==> src/rtl/spatz_pkg.sv <==
// Shared Spatz types used by the vector controller datapath.
// NrVrfWriters is the number of units that share the VRF write port.
package spatz_pkg;

    localparam int unsigned NrVrfWriters = 2;

    typedef logic [9:0]  vreg_addr_t;
    typedef logic [63:0] vreg_data_t;
    typedef logic [7:0]  vreg_be_t;
    typedef logic [2:0]  spatz_id_t;

endpackage

==> src/rtl/spatz_vrf_arb_starve_ctr.sv <==
// Per-requester wait counter: counts lost cycles while a request is pending
// and saturates at the threshold, which marks the requester as starved.
module spatz_vrf_arb_starve_ctr #(
    parameter int unsigned ThW = 4
) (
    input  logic           clk_i,
    input  logic           rst_ni,
    input  logic           req_i,
    input  logic           grant_i,
    input  logic [ThW-1:0] thresh_i,
    output logic           starved_o
);

    logic [ThW-1:0] cnt_q, cnt_d;

    always_comb begin
        cnt_d = cnt_q;
        if (!req_i || grant_i) begin
            cnt_d = '0;
        end else if (cnt_q < thresh_i) begin
            cnt_d = cnt_q + 1'b1;
        end
    end

    always_ff @(posedge clk_i or negedge rst_ni) begin
        if (!rst_ni) begin
            cnt_q <= '0;
        end else begin
            cnt_q <= cnt_d;
        end
    end

    assign starved_o = (cnt_q >= thresh_i);

endmodule

==> src/rtl/spatz_vrf_wport_arbiter.sv <==
// Round-robin arbiter with starvation override sharing one VRF write port;
// the winner is held in a one-entry output register. Optional statistics
// counters are built when SPATZ_VRF_ARB_STATS_EN is defined.
module spatz_vrf_wport_arbiter
    import spatz_pkg::*;
#(
    parameter int unsigned NrReq        = NrVrfWriters,
    parameter int unsigned StarveThresh = 8,
    parameter int unsigned CntWidth     = 16
) (
    input  logic                           clk_i,
    input  logic                           rst_ni,
    input  logic       [NrReq-1:0]         req_we_i,
    input  vreg_addr_t [NrReq-1:0]         req_waddr_i,
    input  vreg_data_t [NrReq-1:0]         req_wdata_i,
    input  vreg_be_t   [NrReq-1:0]         req_wbe_i,
    input  spatz_id_t  [NrReq-1:0]         req_id_i,
    output logic       [NrReq-1:0]         req_wvalid_o,
    output logic                           vrf_we_o,
    output vreg_addr_t                     vrf_waddr_o,
    output vreg_data_t                     vrf_wdata_o,
    output vreg_be_t                       vrf_wbe_o,
    output spatz_id_t                      vrf_id_o,
    input  logic                           vrf_wvalid_i,
    output logic [NrReq-1:0][CntWidth-1:0] stat_grant_o,
    output logic [NrReq-1:0][CntWidth-1:0] stat_stall_o
);

    localparam int unsigned PtrW = (NrReq > 1) ? $clog2(NrReq) : 1;
    localparam int unsigned CW   = PtrW + 1;
    localparam int unsigned ThW  = $clog2(StarveThresh + 1);

    logic             out_valid_q, out_valid_d;
    logic [PtrW-1:0]  rr_ptr_q, rr_ptr_d;
    vreg_addr_t       waddr_q;
    vreg_data_t       wdata_q;
    vreg_be_t         wbe_q;
    spatz_id_t        id_q;

    logic [NrReq-1:0] starved;
    logic [NrReq-1:0] gnt;
    logic             cap;
    logic             win_found;
    logic [PtrW-1:0]  win_idx;
    logic [CW-1:0]    cand;

    for (genvar i = 0; i < NrReq; i++) begin : g_starve
        spatz_vrf_arb_starve_ctr #(
            .ThW(ThW)
        ) i_starve_ctr (
            .clk_i    (clk_i),
            .rst_ni   (rst_ni),
            .req_i    (req_we_i[i]),
            .grant_i  (gnt[i]),
            .thresh_i (ThW'(StarveThresh)),
            .starved_o(starved[i])
        );
    end

    // Starved requesters pre-empt the round-robin search, lowest index first.
    always_comb begin
        cap       = ~out_valid_q | vrf_wvalid_i;
        win_found = 1'b0;
        win_idx   = '0;
        cand      = '0;
        for (int i = 0; i < NrReq; i++) begin
            if (!win_found && req_we_i[i] && starved[i]) begin
                win_found = 1'b1;
                win_idx   = PtrW'(i);
            end
        end
        for (int k = 0; k < NrReq; k++) begin
            cand = CW'(rr_ptr_q) + CW'(k);
            if (cand >= CW'(NrReq)) begin
                cand = cand - CW'(NrReq);
            end
            if (!win_found && req_we_i[cand[PtrW-1:0]]) begin
                win_found = 1'b1;
                win_idx   = cand[PtrW-1:0];
            end
        end

        gnt = '0;
        if (cap && win_found) begin
            gnt[win_idx] = 1'b1;
        end

        out_valid_d = cap ? win_found : out_valid_q;
        rr_ptr_d    = (win_idx == PtrW'(NrReq - 1)) ? '0 : win_idx + 1'b1;
    end

    always_ff @(posedge clk_i or negedge rst_ni) begin
        if (!rst_ni) begin
            out_valid_q <= 1'b0;
            rr_ptr_q    <= '0;
        end else begin
            out_valid_q <= out_valid_d;
            if (|gnt) begin
                rr_ptr_q <= rr_ptr_d;
            end
        end
    end

    // Payload needs no reset: every output field is masked while empty.
    always_ff @(posedge clk_i) begin
        if (|gnt) begin
            waddr_q <= req_waddr_i[win_idx];
            wdata_q <= req_wdata_i[win_idx];
            wbe_q   <= req_wbe_i[win_idx];
            id_q    <= req_id_i[win_idx];
        end
    end

    assign req_wvalid_o = gnt;
    assign vrf_we_o     = out_valid_q;
    assign vrf_waddr_o  = out_valid_q ? waddr_q : '0;
    assign vrf_wdata_o  = out_valid_q ? wdata_q : '0;
    assign vrf_wbe_o    = out_valid_q ? wbe_q   : '0;
    assign vrf_id_o     = out_valid_q ? id_q    : '0;

`ifdef SPATZ_VRF_ARB_STATS_EN
    logic [NrReq-1:0][CntWidth-1:0] stat_grant_q, stat_stall_q;

    always_ff @(posedge clk_i or negedge rst_ni) begin
        if (!rst_ni) begin
            stat_grant_q <= '0;
            stat_stall_q <= '0;
        end else begin
            for (int i = 0; i < NrReq; i++) begin
                if (gnt[i] && !(&stat_grant_q[i])) begin
                    stat_grant_q[i] <= stat_grant_q[i] + 1'b1;
                end
                if (req_we_i[i] && !gnt[i] && !(&stat_stall_q[i])) begin
                    stat_stall_q[i] <= stat_stall_q[i] + 1'b1;
                end
            end
        end
    end

    assign stat_grant_o = stat_grant_q;
    assign stat_stall_o = stat_stall_q;
`else
    assign stat_grant_o = '0;
    assign stat_stall_o = '0;
`endif

endmodule

==> config.mk <==
export PLATFORM = sky130hd
export DESIGN_NAME = spatz_vrf_wport_arbiter
export DESIGN_NICKNAME = d
export VERILOG_FILES = /design/src/rtl/spatz_pkg.sv /design/src/rtl/spatz_vrf_arb_starve_ctr.sv /design/src/rtl/spatz_vrf_wport_arbiter.sv
export SDC_FILE = /design/constraint.sdc
export NUM_CORES = 1
export LEC_CHECK = 0
export ABC_AREA = 1
export BUFFER_PORTS_ARGS = -buffer_cell sky130_fd_sc_hd__buf_2
export CELL_PAD_IN_SITES_DETAIL_PLACEMENT = 2
export CELL_PAD_IN_SITES_GLOBAL_PLACEMENT = 2
export CORE_ASPECT_RATIO = 2
export CORE_MARGIN = 1.5
export CORE_UTILIZATION = 24
export CTS_CLUSTER_DIAMETER = 40
export DETAILED_ROUTE_END_ITERATION = 16
export GPL_TIMING_DRIVEN = 0
export HOLD_SLACK_MARGIN = 0.08
export PLACE_DENSITY_LB_ADDON = 0.1
export SYNTH_ARGS = -nofsm -noshare
export SYNTH_HDL_FRONTEND = slang
export SYNTH_SLANG_ARGS = --single-unit
==> constraint.sdc <==
create_clock -name clk_i -period 7.4 [get_ports clk_i]
set_input_delay 1.11 -clock clk_i [delete_from_list [all_inputs] [get_ports clk_i]]
set_output_delay 1.11 -clock clk_i [all_outputs]
set_load 0.01 [all_outputs]
; ---- Word level (Yosys, flattened, before mapping)
; Index checks and enable logic that the tools add are counted.
[word_totals]
input_bits = 175
reg_bits = 95
[op_classes]
bitwise = 2
n_reduce_logical = 17
magnitude_cmp = 10
add_sub_neg = 6
mux = 33
[ops]
columns = cell, n
row1 = 2-to-1 mux 64 bit, 3
row2 = 2-to-1 mux 10 bit, 3
row3 = 2-to-1 mux 8 bit, 3
row4 = 2-to-1 mux 4 bit, 4
row5 = 2-to-1 mux 1 bit, 15
row6 = 2-to-1 mux 3 bit, 3
row7 = "adder 4 x 1 -> 4 bit, second input constant", 2
row8 = ">= comparator 4 bit, second input constant", 2
row9 = "< comparator 4 bit, second input constant", 2
row10 = logical AND 1 bit, 7
row11 = "< comparator 1 x 2 -> 1 bit, second input constant", 3
row12 = zero test 1 bit, 5
row13 = nonzero test 2 bit, 2
row14 = "adder 1 x 1 -> 2 bit, second input constant", 1
row15 = ">= comparator 1 x 2 -> 1 bit, second input constant", 1
row16 = ">= comparator 2 bit, second input constant", 1
row17 = logical OR 1 bit, 2
row18 = 2-to-1 mux 2 bit, 1
row19 = OR reduction 2 bit, 1
row20 = "subtractor 1 bit, second input constant", 2
row21 = "adder 1 bit, second input constant", 1
row22 = demux 1 bit (select 1 bit), 1
row23 = ">= comparator 1 bit, second input constant", 1
row24 = NOT 1 bit, 1
row25 = OR 1 bit, 1

; ---- Logic depth before layout (Yosys ltp)
[logic_depth]
ltp_word = 20
depth_mapped = 10
depth_no_buf = 9

; ---- Cells and area by module
; From an unflattened synthesis, not the netlist that was laid out.
[hier_totals]
hier_cells = 740
hier_area_um2 = 5916.9
[by_module_without_submodules]
columns = module, area_each_um2, cells_per_inst, instances
row1 = spatz_vrf_wport_arbiter, 5143.7, 646, 1
row2 = spatz_vrf_arb_starve_ctr, 386.6, 47, 2

; ---- Worst setup path before layout
; No wires, ideal clock.
[synth_timing]
kind = input to output
start = input req_we_i[0]
end = output req_wvalid_o[0]
cell_stages = 9
arrival_time_ps = 3718
path_slack_ps = 2572
required_ps = 6290
cell_sequence = nand2_1 -> nand2_1 -> inv_2 -> nand3_1 -> nand2_1 -> inv_1 -> nand2_1 -> inv_1 -> buf_4
[synth_via]
elab_chain_cells = 17
elab_cells_between_ends = 26
classes_between = 2 x order compare / 14 x mux / 10 x reduce/logical
[synth_lines]
columns = item, line_no
row1 = start: declaration, spatz_vrf_wport_arbiter.sv:13  ; input logic [NrReq-1:0] req_we_i,
row2 = logical AND 1 bit, spatz_vrf_wport_arbiter.sv:67  ; if (!win_found && req_we_i[i] && starved[i]) begin
row3 = 2-to-1 mux 1 bit, spatz_vrf_wport_arbiter.sv:67
row4 = zero test 1 bit, spatz_vrf_wport_arbiter.sv:67
row5 = logical AND 1 bit (2 in series), spatz_vrf_wport_arbiter.sv:67
row6 = 2-to-1 mux 1 bit, spatz_vrf_wport_arbiter.sv:67
row7 = zero test 1 bit, spatz_vrf_wport_arbiter.sv:77  ; if (!win_found && req_we_i[cand[PtrW-1:0]]) begin
row8 = logical AND 1 bit, spatz_vrf_wport_arbiter.sv:77
row9 = 2-to-1 mux 1 bit, spatz_vrf_wport_arbiter.sv:77
row10 = zero test 1 bit, spatz_vrf_wport_arbiter.sv:77
row11 = logical AND 1 bit, spatz_vrf_wport_arbiter.sv:77
row12 = 2-to-1 mux 1 bit, spatz_vrf_wport_arbiter.sv:77
row13 = < comparator 1 x 2 -> 1 bit (not written as such) / >= comparator 1 bit (equally long branches), spatz_vrf_wport_arbiter.sv:85  ; gnt[win_idx] = 1'b1;
row14 = logical AND 1 bit (not written as such), spatz_vrf_wport_arbiter.sv:85
row15 = 2-to-1 mux 1 bit (not written as such), spatz_vrf_wport_arbiter.sv:85
row16 = demux 1 bit (select 1 bit), spatz_vrf_wport_arbiter.sv:85
row17 = 2-to-1 mux 2 bit *, spatz_vrf_wport_arbiter.sv:84  ; if (cap && win_found) begin
row18 = end: declaration, spatz_vrf_wport_arbiter.sv:18  ; output logic [NrReq-1:0] req_wvalid_o,
; Every way passes the cells marked *; elsewhere a longest branch is shown, timed or not. The select of a mux whose other input is x is not followed.

; ---- Worst setup path in the final report
; Ends and elaborated chain as after synthesis.

==> results.sh <==
export IMPL_setup_viol_count_final=0
export IMPL_cap_violations=0
export IMPL_synth_largest_area_cell="edfxtp_1"
export IMPL_die_height_um=217
export IMPL_dp_hpwl_um=16600
export IMPL_drt_pass1_iter_count=3
export IMPL_areaGrowthSynthToFinish_pct=39.9
export IMPL_clock_latency_ns=0.36
export IMPL_synth_top_area_share_pct=46.4
export IMPL_holdWs_ns=0.561
export IMPL_htree_levels=3
export IMPL_track_usage_pct=17.1
export IMPL_wl_met1_um=6000
export IMPL_pin_count=327
export IMPL_fmax_mhz=249
export IMPL_antenna_found_initial=1
export IMPL_ir_drop_uv=134
export IMPL_synth_area_um2=5500
export IMPL_synth_seq_cells=95
export IMPL_cts_hold_buf=0
export IMPL_initial_core_util_pct=24.4
export IMPL_cp_required_ns=6.29
export IMPL_grt_setup_unrepaired="no"
export IMPL_drt_iter0_drc=81
export IMPL_final_util_pct=34.1
export IMPL_cp_arrival_ns=2.90
export IMPL_finalHoldViolCount=0
export IMPL_gpl_final_weighted_congestion=0.778
export IMPL_crit_path_max_fanout=64
export IMPL_setup_worst_path_class="in2out"
export IMPL_syn_area_per_cell_um2=7.88
export IMPL_relSlewSlack_pct=54.2
export IMPL_top_layer_used="met4"
export IMPL_clockRootBuffer="clkbuf_16"
export IMPL_route_detailed_wl_per_inst_um=15.0
export IMPL_ant_nets=0
export IMPL_cts_buffers=9
export IMPL_fillerInstances=2818
export IMPL_finalSetupTns_ns=0
export IMPL_synth_distinct_cells=24
export IMPL_fin_crit_sh_pct=54.2
export IMPL_clk_pin_slew_worst_paths_ns=0.07
export IMPL_endpoint_kind="output pin"
export IMPL_grt_pass1_wl_um=29800
export IMPL_worst_slew_pin_slew_ns=0.687
export IMPL_p_leak_nw=4.71
export IMPL_core_area_um2=22500
export IMPL_crit_path_start_kind="input port"
export IMPL_ys_seq_area_share_pct=51.0
export IMPL_status="finished clean"
export IMPL_syn_inst=698
export IMPL_drc=0
export IMPL_die_w_um=110
export IMPL_fin_skew_ns=0.00504
export IMPL_fin_nets=1214
export IMPL_rows=78
export IMPL_final_cells=1321
export IMPL_routed_wl_um=19800
export IMPL_p_per_area_nw_per_um2=367
export IMPL_dieArea_um2=23900
export IMPL_place_inst=1304
export IMPL_grt_max_degree=65
export IMPL_hold_class="reg2reg"
export IMPL_synth_area_leaders="edfxtp_1, nand2_1, buf_4"
export IMPL_portBuffers=262
export IMPL_cts_buffer_depth=2
export IMPL_drive_gt1_share_pct=35.6
export IMPL_cts_tree="done"
export IMPL_post_drt_via_cell_ratio=3.97
export IMPL_yosys_warnings=0
export IMPL_cts_resized=0
export IMPL_grt_overflow_total=0
export IMPL_grt_pass1_vias=5625
export IMPL_num_vias=5239
export IMPL_wl_met2_um=12100
export IMPL_cts_setup_buffers=0
export IMPL_clock_sinks=95
export IMPL_wl_met3_um=1290
export IMPL_finalCriticalPeriod_ns=4.01
export IMPL_slew_viol_final=0
[layout make-up]
class                      instances  area, um^2  share of cell area [%]
sequential                        95        2800                    36.4
multi-input combinational        467        1860                    24.1
timing repair buffer             263        1340                    17.4
buffer                            94         683                    8.88
inverter                         105         397                    5.15
tap                              280         350                    4.55
clock buffer                      10         229                    2.97
clock inverter                     6        37.5                   0.488
antenna                            1        2.50                  0.0325
[worst paths after layout]
path	endpoint	cells after the start	slack, ns	startpoint
worst max-delay path	req_wvalid_o[0]	12	3.39	req_we_i[0]
worst min-delay path	g_starve[0].i_starve_ctr.cnt_q[2]	3	0.56	g_starve[0].i_starve_ctr.cnt_q[2]
worst max register to register	g_starve[0].i_starve_ctr.cnt_q[0]	10	5.33	rr_ptr_q
worst min register to register	g_starve[0].i_starve_ctr.cnt_q[2]	3	0.56	g_starve[0].i_starve_ctr.cnt_q[2]
max in group asynchronous	g_starve[0].i_starve_ctr.cnt_q[0]	1	6.56	rst_ni
min in group asynchronous	g_starve[1].i_starve_ctr.cnt_q[0]	1	0.62	rst_ni
[synth_stat cells]
| master | number |
|---|---|
| nand4_1 | 1 |
| dfrtp_1 | 10 |
| nand3_1 | 6 |
| xnor2_1 | 2 |
| buf_8 | 3 |
| buf_4 | 71 |
| nand2_2 | 2 |
| buf_6 | 3 |
| nand3_2 | 1 |
| nor2_8 | 1 |
| ha_1 | 4 |
| buf_1 | 3 |
| o21ai_0 | 1 |
| nand2_1 | 369 |
| clkbuf_1 | 8 |
| inv_2 | 3 |
| nor2_4 | 1 |
| nor2_2 | 1 |
| buf_2 | 6 |
| nor2_1 | 12 |
| conb_1 | 1 |
| xor2_1 | 2 |
| inv_1 | 102 |
| edfxtp_1 | 85 |
[sequential cells by signal, summed over array words and instances (netlist names)]
register / cells
wdata_q: 64
waddr_q: 10
g_starve.i_starve_ctr.cnt_q: 8
wbe_q: 8
id_q: 3
rr_ptr_q: 1
vrf_we_o: 1
[cell usage in the layout (no fill, tap or decap), drive strengths merged]
master	instances
nand2	371
buf	349
inv	105
edfxtp	85
conb	64
clkbuf	18
nor2	15
dfrtp	10
nand3	7
ha	4
clkinv	4
xnor2	2
xor2	2
clkinvlp	2
diode	1
nand4	1
o21ai	1
[worst max-delay path, stage by stage]
cell and delay, ns:
buf_2 0.15, inv_1 0.11, nand2_1 0.08, nand2_1 0.08, nand3_1 0.10, nand2_1 0.10
inv_4 0.31, buf_16 0.35, nand2_1 0.19, inv_1 0.09, buf_4 0.10, buf_2 0.13
[metrics by stage]
step / setup WS [ns] / total power [mW] / cell area [um^2]
floorplan: 2.57 / 1.84 / 5740
global placement: 0.811 / 2.43 / 7400
detailed placement: 3.30 / 2.45 / 7430
CTS: 3.29 / 2.91 / 7690
global route: 3.17 / 3.09 / 7700
finish: 3.39 / 2.82 / 7700
[metal layers]
metal | up-vias | track usage (%)
met4 | 0 | 5.97
met3 | 14 | 3.98
met2 | 180 | 35.4
met5 | - | 0
met1 | 2432 | 15.0
li1 | 2613 | -
[cells by family (layout without fill, tap and decap cells)]
group | after synthesis | in the layout | synth area share, %
compound gates | 1 | 1 | 0.0909
xor+xnor | 4 | 4 | 0.637
fa+ha+maj | 4 | 4 | 0.910
buf+inv | 199 | 478 | 19.6
flops | 95 | 95 | 51.0
other cells | 1 | 65 | 0.0682
simple gates | 394 | 394 | 27.8
[power breakdown]
group,leakage (nW),internal (mW),switching [mW]
Clock,0.126,0.227,0.219
Sequential,0.972,0.914,0.0683
Combinational,3.61,0.497,0.899
No activity file was read; power rests on OpenSTA's default activity.
